<file path="src/rtl/cpcs_enc_rd.sv">
// ---------------------------------------------------------------------------
// cpcs_enc_rd
// Running-disparity and symbol-assembly stage of the CorePCS 8B10B encoder.
// Applies the RD-dependent inversions to the RD- 6b/4b sub-blocks, inserts
// K28.5 fill symbols, sends a comma preamble after reset, and raises sticky
// disparity and protocol error flags.
//
// Ports
//   CLK, RST_N        clock, asynchronous active-low reset
//   VALID_IN          CODE_6B/CODE_4B and the sideband bits are valid
//   CODE_6B, CODE_4B  RD- column sub-blocks (abcdei, fghj; a/f are the MSBs)
//   FLIP_RD           symbol changes RD
//   EN_INV_6B/4B      sub-block is RD-dependent
//   INV_4B_RD         RD toggles between the 6b and 4b sub-blocks
//   FILL_EN           emit K28.5 when no data is offered
//   FORCE_RD_EN/VAL   override the current RD for this symbol
//   ERR_CLR           clear the sticky error flags
//   TX_DATA/VALID/FILL registered output symbol and qualifiers
//   RD_OUT            RD after the last emitted symbol
//   INIT_DONE         preamble finished, data accepted
//   DISP_ERR          sticky: emitted symbol broke disparity rules
//   PROTO_ERR         sticky: data offered during the preamble
// ---------------------------------------------------------------------------
module cpcs_enc_rd #(
    parameter int RD_INIT     = 0,
    parameter int INIT_COMMAS = 4,
    parameter int BIT_REVERSE = 0
) (
    input  logic       CLK,
    input  logic       RST_N,
    input  logic       VALID_IN,
    input  logic [5:0] CODE_6B,
    input  logic [3:0] CODE_4B,
    input  logic       FLIP_RD,
    input  logic       EN_INV_6B,
    input  logic       EN_INV_4B,
    input  logic       INV_4B_RD,
    input  logic       FILL_EN,
    input  logic       FORCE_RD_EN,
    input  logic       FORCE_RD_VAL,
    input  logic       ERR_CLR,
    output logic [9:0] TX_DATA,
    output logic       TX_VALID,
    output logic       TX_FILL,
    output logic       RD_OUT,
    output logic       INIT_DONE,
    output logic       DISP_ERR,
    output logic       PROTO_ERR
);

    localparam logic       RD_RST   = (RD_INIT != 0) ? 1'b1 : 1'b0;
    localparam logic       DONE_RST = (INIT_COMMAS == 0) ? 1'b1 : 1'b0;
    localparam logic [7:0] INIT_CNT = 8'(INIT_COMMAS);

    typedef enum logic {
        ST_INIT = 1'b0,
        ST_RUN  = 1'b1
    } state_t;

    // K28.5 selected by the running disparity going into the symbol
    function automatic logic [9:0] k28_5(input logic rd);
        return rd ? 10'h305 : 10'h0FA;
    endfunction

    // Number of ones in a 10b symbol
    function automatic logic [3:0] ones10(input logic [9:0] v);
        logic [3:0] n;
        n = 4'd0;
        for (int i = 0; i < 10; i++) begin
            n = n + {3'd0, v[i]};
        end
        return n;
    endfunction

    // Disparity rule check on an unmirrored symbol
    function automatic logic disp_bad(input logic [9:0] sym, input logic rc, input logic rd_new);
        logic [3:0] n;
        logic       bad;
        n = ones10(sym);
        case (n)
            4'd4:    bad = ~rc;
            4'd5:    bad = (rd_new != rc);
            4'd6:    bad = rc;
            default: bad = 1'b1;
        endcase
        return bad;
    endfunction

    // a lands on bit 0 when mirrored
    function automatic logic [9:0] mirror10(input logic [9:0] v);
        logic [9:0] r;
        for (int i = 0; i < 10; i++) begin
            r[i] = v[9 - i];
        end
        return r;
    endfunction

    state_t     state_r;
    logic [7:0] cnt_r;
    logic       rd_r;
    logic [9:0] tx_data_r;
    logic       tx_valid_r;
    logic       tx_fill_r;
    logic       init_done_r;
    logic       disp_err_r;
    logic       proto_err_r;

    logic       rc_s;
    logic       rm_s;
    logic [9:0] data_sym_s;
    logic       emit_s;
    logic       fill_s;
    logic [9:0] sym_s;
    logic       rd_nxt_s;
    logic       proto_s;
    logic       disp_s;
    logic [7:0] cnt_inc_s;
    logic       last_comma_s;

    assign rc_s = FORCE_RD_EN ? FORCE_RD_VAL : rd_r;
    assign rm_s = rc_s ^ INV_4B_RD;

    // RD+ versions of the sub-blocks are the bitwise complements of the RD- ones
    assign data_sym_s = {CODE_6B ^ {6{rc_s & EN_INV_6B}},
                         CODE_4B ^ {4{rm_s & EN_INV_4B}}};

    assign cnt_inc_s    = (cnt_r == 8'hFF) ? cnt_r : cnt_r + 8'd1;
    assign last_comma_s = (cnt_inc_s == INIT_CNT);

    // Symbol selection and next running disparity
    always_comb begin
        emit_s   = 1'b0;
        fill_s   = 1'b0;
        sym_s    = k28_5(rc_s);
        rd_nxt_s = rd_r;
        proto_s  = 1'b0;
        case (state_r)
            ST_INIT: begin
                // preamble commas go out regardless of FILL_EN; data is dropped
                emit_s   = 1'b1;
                fill_s   = 1'b1;
                sym_s    = k28_5(rc_s);
                rd_nxt_s = ~rc_s;
                proto_s  = VALID_IN;
            end
            ST_RUN: begin
                if (VALID_IN) begin
                    emit_s   = 1'b1;
                    sym_s    = data_sym_s;
                    rd_nxt_s = rc_s ^ FLIP_RD;
                end else if (FILL_EN) begin
                    emit_s   = 1'b1;
                    fill_s   = 1'b1;
                    sym_s    = k28_5(rc_s);
                    rd_nxt_s = ~rc_s;
                end else begin
                    emit_s   = 1'b0;
                    rd_nxt_s = rd_r;
                end
            end
            default: begin
                emit_s   = 1'b0;
                rd_nxt_s = rd_r;
            end
        endcase
        disp_s = emit_s & disp_bad(sym_s, rc_s, rd_nxt_s);
    end

    // Preamble FSM, running disparity, output symbol and sticky error flags
    always_ff @(posedge CLK or negedge RST_N) begin
        if (!RST_N) begin
            state_r     <= DONE_RST ? ST_RUN : ST_INIT;
            cnt_r       <= 8'd0;
            rd_r        <= RD_RST;
            tx_data_r   <= 10'd0;
            tx_valid_r  <= 1'b0;
            tx_fill_r   <= 1'b0;
            init_done_r <= DONE_RST;
            disp_err_r  <= 1'b0;
            proto_err_r <= 1'b0;
        end else begin
            case (state_r)
                ST_INIT: begin
                    cnt_r <= cnt_inc_s;
                    if (last_comma_s) begin
                        state_r     <= ST_RUN;
                        init_done_r <= 1'b1;
                    end else begin
                        state_r     <= ST_INIT;
                        init_done_r <= 1'b0;
                    end
                end
                ST_RUN: begin
                    state_r     <= ST_RUN;
                    init_done_r <= 1'b1;
                end
                default: begin
                    state_r     <= ST_INIT;
                    init_done_r <= 1'b0;
                end
            endcase

            tx_valid_r <= emit_s;
            tx_fill_r  <= fill_s;
            if (emit_s) begin
                tx_data_r <= (BIT_REVERSE != 0) ? mirror10(sym_s) : sym_s;
                rd_r      <= rd_nxt_s;
            end else begin
                tx_data_r <= tx_data_r;
                rd_r      <= rd_r;
            end

            // a new error outranks a simultaneous clear
            if (disp_s) begin
                disp_err_r <= 1'b1;
            end else if (ERR_CLR) begin
                disp_err_r <= 1'b0;
            end else begin
                disp_err_r <= disp_err_r;
            end

            if (proto_s) begin
                proto_err_r <= 1'b1;
            end else if (ERR_CLR) begin
                proto_err_r <= 1'b0;
            end else begin
                proto_err_r <= proto_err_r;
            end
        end
    end

    assign TX_DATA   = tx_data_r;
    assign TX_VALID  = tx_valid_r;
    assign TX_FILL   = tx_fill_r;
    assign RD_OUT    = rd_r;
    assign INIT_DONE = init_done_r;
    assign DISP_ERR  = disp_err_r;
    assign PROTO_ERR = proto_err_r;

endmodule

</file>
<file path="config.mk">
export PLATFORM = sky130hd
export DESIGN_NAME = cpcs_enc_rd
export DESIGN_NICKNAME = d
export VERILOG_FILES = /design/src/rtl/cpcs_enc_rd.sv
export SDC_FILE = /design/constraint.sdc
export NUM_CORES = 1
export LEC_CHECK = 0
export CAP_MARGIN = 20
export CORE_UTILIZATION = 55
export CTS_BUF_LIST = sky130_fd_sc_hd__clkbuf_8
export DETAILED_ROUTE_END_ITERATION = 8
export GPL_ROUTABILITY_DRIVEN = 0
export PLACE_DENSITY = 0.89
export SYNTH_ARGS = -nofsm -noshare
export SYNTH_HDL_FRONTEND = slang
export SYNTH_SLANG_ARGS = --single-unit
</file>
<file path="constraint.sdc">
create_clock -name CLK -period 6.5 [get_ports CLK]
set_clock_uncertainty 0.15 [all_clocks]
set_input_delay 1.3 -clock CLK [delete_from_list [all_inputs] [get_ports CLK]]
set_output_delay 1.3 -clock CLK [all_outputs]
set_load 0.01 [all_outputs]
</file>
## Word-level counts from Yosys, hierarchy flattened

Index checks and enable logic that the tools add are counted.

| storage, ports and cells | value |
|---|---|
| flip-flop bits (word level) | 24 |
| input bits | 21 |
| output and inout port bits | 16 |
| logic and storage cells | 55 |

| cells by class | value |
|---|---|
| $add $sub $neg | 10 |
| equality and inequality tests | 6 |
| multiplexer cells | 20 |
| bitwise gates (word level) | 9 |
| reductions and logical operators | 2 |

Operators with widths:

| cell | number |
|---|---|
| $add 4x1->4 | 6 |
| $mux 10 | 2 |
| $pmux 10 s2 | 1 |
| $eq 4x3->1 const B | 3 |
| $mux 1 | 11 |
| $add 8x1->8 const B | 1 |
| $eq 8x3->1 const B | 1 |
| $eq 8x8->1 const B | 1 |
| $mux 8 | 1 |
| $pmux 1 s2 | 4 |
| $xor 6x6->6 | 1 |
| $add 3x1->4 | 1 |
| $reduce_bool 2->1 | 2 |
| $xor 4x4->4 | 1 |
| $add 2x1->3 | 1 |
| $and 1x1->1 | 3 |
| $pmux 1 s3 | 1 |
| $add 1x1->2 | 1 |
| $not 1->1 | 2 |
| $xor 1x1->1 | 2 |
| $ne 1x1->1 | 1 |

## Logic depth before layout (Yosys ltp)

| logic depth | value |
|---|---|
| depth after elaboration | 19 |
| gate-level depth with buffers | 17 |
| gate-level depth less buffers | 15 |

## Worst setup path after synthesis

OpenSTA, ideal clock, no wires.

| timing | value |
|---|---|
| path kind | in2reg |
| start point | input FORCE_RD_EN |
| end point | register disp_err_r, in the netlist DISP_ERR |
| setup time | 142 ps |
| arrival time | 4,815 ps |
| data required time | 6,208 ps |
| path slack | 1,392 ps |
| stages on the path | 14 |
| buffers on the path | 0 |
| cell sequence | mux2_4 -> xor2_4 -> nand2_2 -> xor2_1 -> a21o_1 -> fa_1 -> fa_1 -> inv_1 -> fa_1 -> ha_1 -> inv_1 -> fa_1 -> o311ai_1 -> o311ai_1 |

| between the ends | value |
|---|---|
| cells in the longest elaborated chain, start to end | 19 |
| elaborated cells between the ends (all ways) | 31 |
| those cells by class | add/sub: 9; eq/ne: 4; mux: 9; bitwise: 8; reduce/logical: 1 |

RTL lines:

| element | line | RTL |
|---|---|---|
| start, declared | 39 | `input logic FORCE_RD_EN,` |
| $mux 1 * | 120 | `assign rc_s = FORCE_RD_EN ? FORCE_RD_VAL : rd_r;` |
| $xor 1x1->1 | 121 | `assign rm_s = rc_s ^ INV_4B_RD;` |
| $and 1x1->1 | 125 | `CODE_4B ^ {4{rm_s & EN_INV_4B}}};` |
| $xor 4x4->4 | 125 |  |
| $mux 10 | 147 | `if (VALID_IN) begin` |
| $pmux 10 s2 | 137 | `case (state_r)` |
| $add 1x1->2 | 70 | `n = n + {3'd0, v[i]};` |
| $add 2x1->3 | 70 |  |
| $add 3x1->4 | 70 |  |
| $add 4x1->4 (6 in series) | 70 |  |
| $eq 4x3->1 | 80 | `case (n)` |
| $pmux 1 s3 * | 80 |  |
| $and 1x1->1 * | 166 | `disp_s = emit_s & disp_bad(sym_s, rc_s, rd_nxt_s);` |
| $mux 1 / $reduce_bool 2->1 (equally long branches) | n/a |  |
| end signal, assigned | 219 | `disp_err_r <= disp_err_r;` |
| end, declared | 105 | `logic disp_err_r;` |

Mark *: on every way between the ends. The rest lies on a longest branch, timed or not.
A chain may end at the register's enable or synchronous reset.

## Worst setup path in the final report

Ends and elaborated chain as after synthesis.

==> flow_summary.ini <==
[critical_path]
r2r_slack_ns = 2.04
worst-setup-path-type = in -> reg
cp_max_fo = 10
cp_data_arrival_time_ns = 5.60
r2r-end = DISP_ERR
start_kind = input pin
r2r_start = RD_OUT
critical_path_required_ns = 6.47
end_kind = flip-flop
reg2reg_depth = 14

[layout]
drive_above_1_share = 0.0928
fin_cells = 224
antenna_cells = 0
fill_cells = 174
finalNetCount = 226
multiInputGateArea_um2 = 863
seqCellArea_um2 = 601
synthToLayoutAreaGrowth_pct = 29.0

[cts]
h-tree-depth = 1
cts_sinks = 24
cts_tree = done
clkTransAtPathRegs_ns = 0.08
clockRootBuffer = clkbuf_8
cts_resized = 0
clk_latency_ns = 0.26
clk_path_buf_depth = 2
cts-buffers-inserted = 3
cts_setup_buffers = 0
ctsHoldBuffers = 0

[route]
met1Wirelength_mm = 1.38
first_pass_iters = 4
first_iter_violations = 31
wl_met2_mm = 1.80
drc = 0
ant_nets = 0
top_layer = met4
wl_mm = 3.36
wl_met3_um = 165
viasPerCell = 5.90
wl_per_cell_um = 15.0
vias = 1321

[place]
post-place-ws_ns = 0.623
io_buffers = 36
placed_cells = 220
detailed_place_hpwl_mm = 2.55

[synthesis]
synth-seq-cells = 24
ys_top_cells_by_area = dfrtp_1 39%, fa_1 7.9%, a21oi_1 5.6%
synth_top_cell_area_share = 0.395
netlist_area_um2 = 1520
synth_edf_count = 0
syn_inst = 156
ys.warnings.count = 0
async_reset_ff_frac = 1.00
synth_nets = 186
yosysTopAreaCell = dfrtp_1
ys.flop_type = dfrtp_1
synth_cell_types = 45
ys_seq_area_frac = 0.395
avgSynthCellArea_um2 = 9.75

[global_route]
grt_usage = 0.259
grt_pass1_vias = 1233
gr-total-overflow = 0
grt_max_degree = 25
grt_pass1_wl_mm = 5.42
antenna_found_initial = 0

[floorplanning]
initial_core_util = 0.598
die_x_um = 54.6
placeableCoreArea_um2 = 2540
num_rows = 18
dieArea_um2 = 2980
die_height_um = 54.6
boundaryPins = 37

[worst_hold_path]
holdPathEnd = TX_DATA[8]
hold_start = TX_DATA[8]
hold_depth = 2
hp-class = reg -> reg

[run_status]
status = completed

[sta]
fmax_ghz = 0.178
maxSlewViolCount = 0
fin_crit_ns = 5.62
post-route-period-util = 0.865
layout_setup_ws_ns = 0.879
relSlewSlack = 0.606
rsz0062_at_grt = no
setup_violations = 0
fin_setup_tns_ns = 0
tightest_slew_ns = 0.590
finalHoldViolCount = 0

[power]
p_per_area_nw_per_um2 = 244
vdd_ir_drop_max_uv = 152
p_leak_nw = 0.830

[flow_run]
drv_cap = 0
[synthesized netlist by cell type, types with 2 or more instances]
| cell | count |
|---|---|
| a31oi_1 | 3 |
| a211oi_2 | 2 |
| inv_1 | 10 |
| nor3_1 | 4 |
| nand3_1 | 6 |
| clkinv_1 | 2 |
| ha_1 | 3 |
| a21oi_1 | 17 |
| and3_1 | 2 |
| nand2b_1 | 2 |
| o21ai_1 | 7 |
| nor2b_1 | 4 |
| mux2_2 | 3 |
| o21ai_0 | 4 |
| o311ai_1 | 2 |
| xor2_1 | 4 |
| dfrtp_1 | 24 |
| nand2_1 | 13 |
| nor2_4 | 2 |
| fa_1 | 6 |
| nor2_1 | 10 |
| mux2_1 | 2 |
| and2_1 | 2 |
[cells in the final DEF (no fill, tap or decap), drive strengths merged]
master         synthesis  final
xor2                   5      5
mux2                   6      6
nor4                   1      1
buf                    2      1
a211oi                 2      2
clkbuf                 0      3
nand2                 14     14
a22o                   1      1
o311ai                 2      2
clkinv                 2      2
and3                   2      2
nor2b                  4      4
a311oi                 1      1
nand3                  7      7
nor4bb                 1      1
nor3b                  1      1
o21a                   1      1
nor2                  12     12
nand2b                 2      2
clkdlybuf4s50          0     36
o41ai                  1      1
fa                     6      6
a31oi                  3      3
nor3                   5      5
or3                    1      1
o211ai                 1      1
a21oi                 18     18
inv                   10     10
a311o                  1      1
dfrtp                 24     24
o221ai                 1      1
o21ai                 12     12
and2                   2      2
ha                     3      3
or2b                   1      1
a21o                   1      1
[worst max-delay path, stage by stage]
cell and delay [ns]:
clkdlybuf4s50_1 0.52, mux2_4 0.40, xor2_4 0.21, a21oi_1 0.10, a31oi_1 0.21, nor2b_1 0.21, fa_1 0.46, fa_1 0.52
inv_1 0.05, fa_1 0.48, ha_1 0.18, inv_1 0.06, fa_1 0.46, o311ai_1 0.29, o311ai_1 0.15
[state kept, by name (all words and copies together) (netlist names)]
name and cells:
RD_OUT 1, INIT_DONE 1, TX_FILL 1, PROTO_ERR 1, DISP_ERR 1, TX_VALID 1, cnt_r 8, TX_DATA 10
[layer usage]
metal	GRT usage	up-vias
met4	0.103	0
met3	0.0250	3
met2	0.468	39
li1	-	635
met1	0.309	644
met5	0	-
[worst max-delay path by stage]
stage                      from  endpoint  slack (ns)  cells after the start
floorplan           FORCE_RD_EN  DISP_ERR        1.39                     14
global placement    FORCE_RD_EN  DISP_ERR        0.74                     15
detailed placement  FORCE_RD_EN  DISP_ERR        0.62                     15
CTS                 FORCE_RD_EN  DISP_ERR        0.88                     15
global route        FORCE_RD_EN  DISP_ERR        0.62                     15
finish              FORCE_RD_EN  DISP_ERR        0.88                     15
[metrics by stage]
step / total power (W) / cell area (um^2) / hold slack, ns / utilization
after floorplan: 0.000320 / 1520 / 0.344 / -
after CTS: 0.000482 / 1950 / 0.348 / 0.765
final: 0.000479 / 1960 / 0.349 / 0.771
after global placement: 0.000386 / 1910 / 0.320 / 0.749
after global routing: 0.000523 / 1960 / 0.368 / 0.771
after detailed placement: 0.000394 / 1910 / 0.330 / 0.749
[logic make-up after synthesis]
| group | after synthesis | share of synthesized area |
|---|---|---|
| adders and majority gates | 9 | 0.104 |
| muxes | 6 | 0.0469 |
| xor gates and xnor gates | 5 | 0.0411 |
| buffers and inverters | 14 | 0.0378 |
| DFF | 24 | 0.395 |
| AOI/OAI and AO/OA | 45 | 0.188 |
| and+or+nand+nor | 53 | 0.188 |
[layout make-up]
| class | instances | share of cell area |
|---|---|---|
| inverter | 12 | 0.0229 |
| multi-input combinational | 118 | 0.440 |
| sequential | 24 | 0.306 |
| timing repair buffer | 37 | 0.191 |
| tap | 30 | 0.0191 |
| clock buffer | 3 | 0.0210 |
[report_power, final]
part           leakage [nW]  internal, W  switching, W  total (W)
Clock                0.0216    0.0000414     0.0000437  0.0000851
Combinational         0.519     0.000111      0.000112   0.000224
Sequential            0.290     0.000163    0.00000785   0.000170
(Power assumes the default switching activity.)
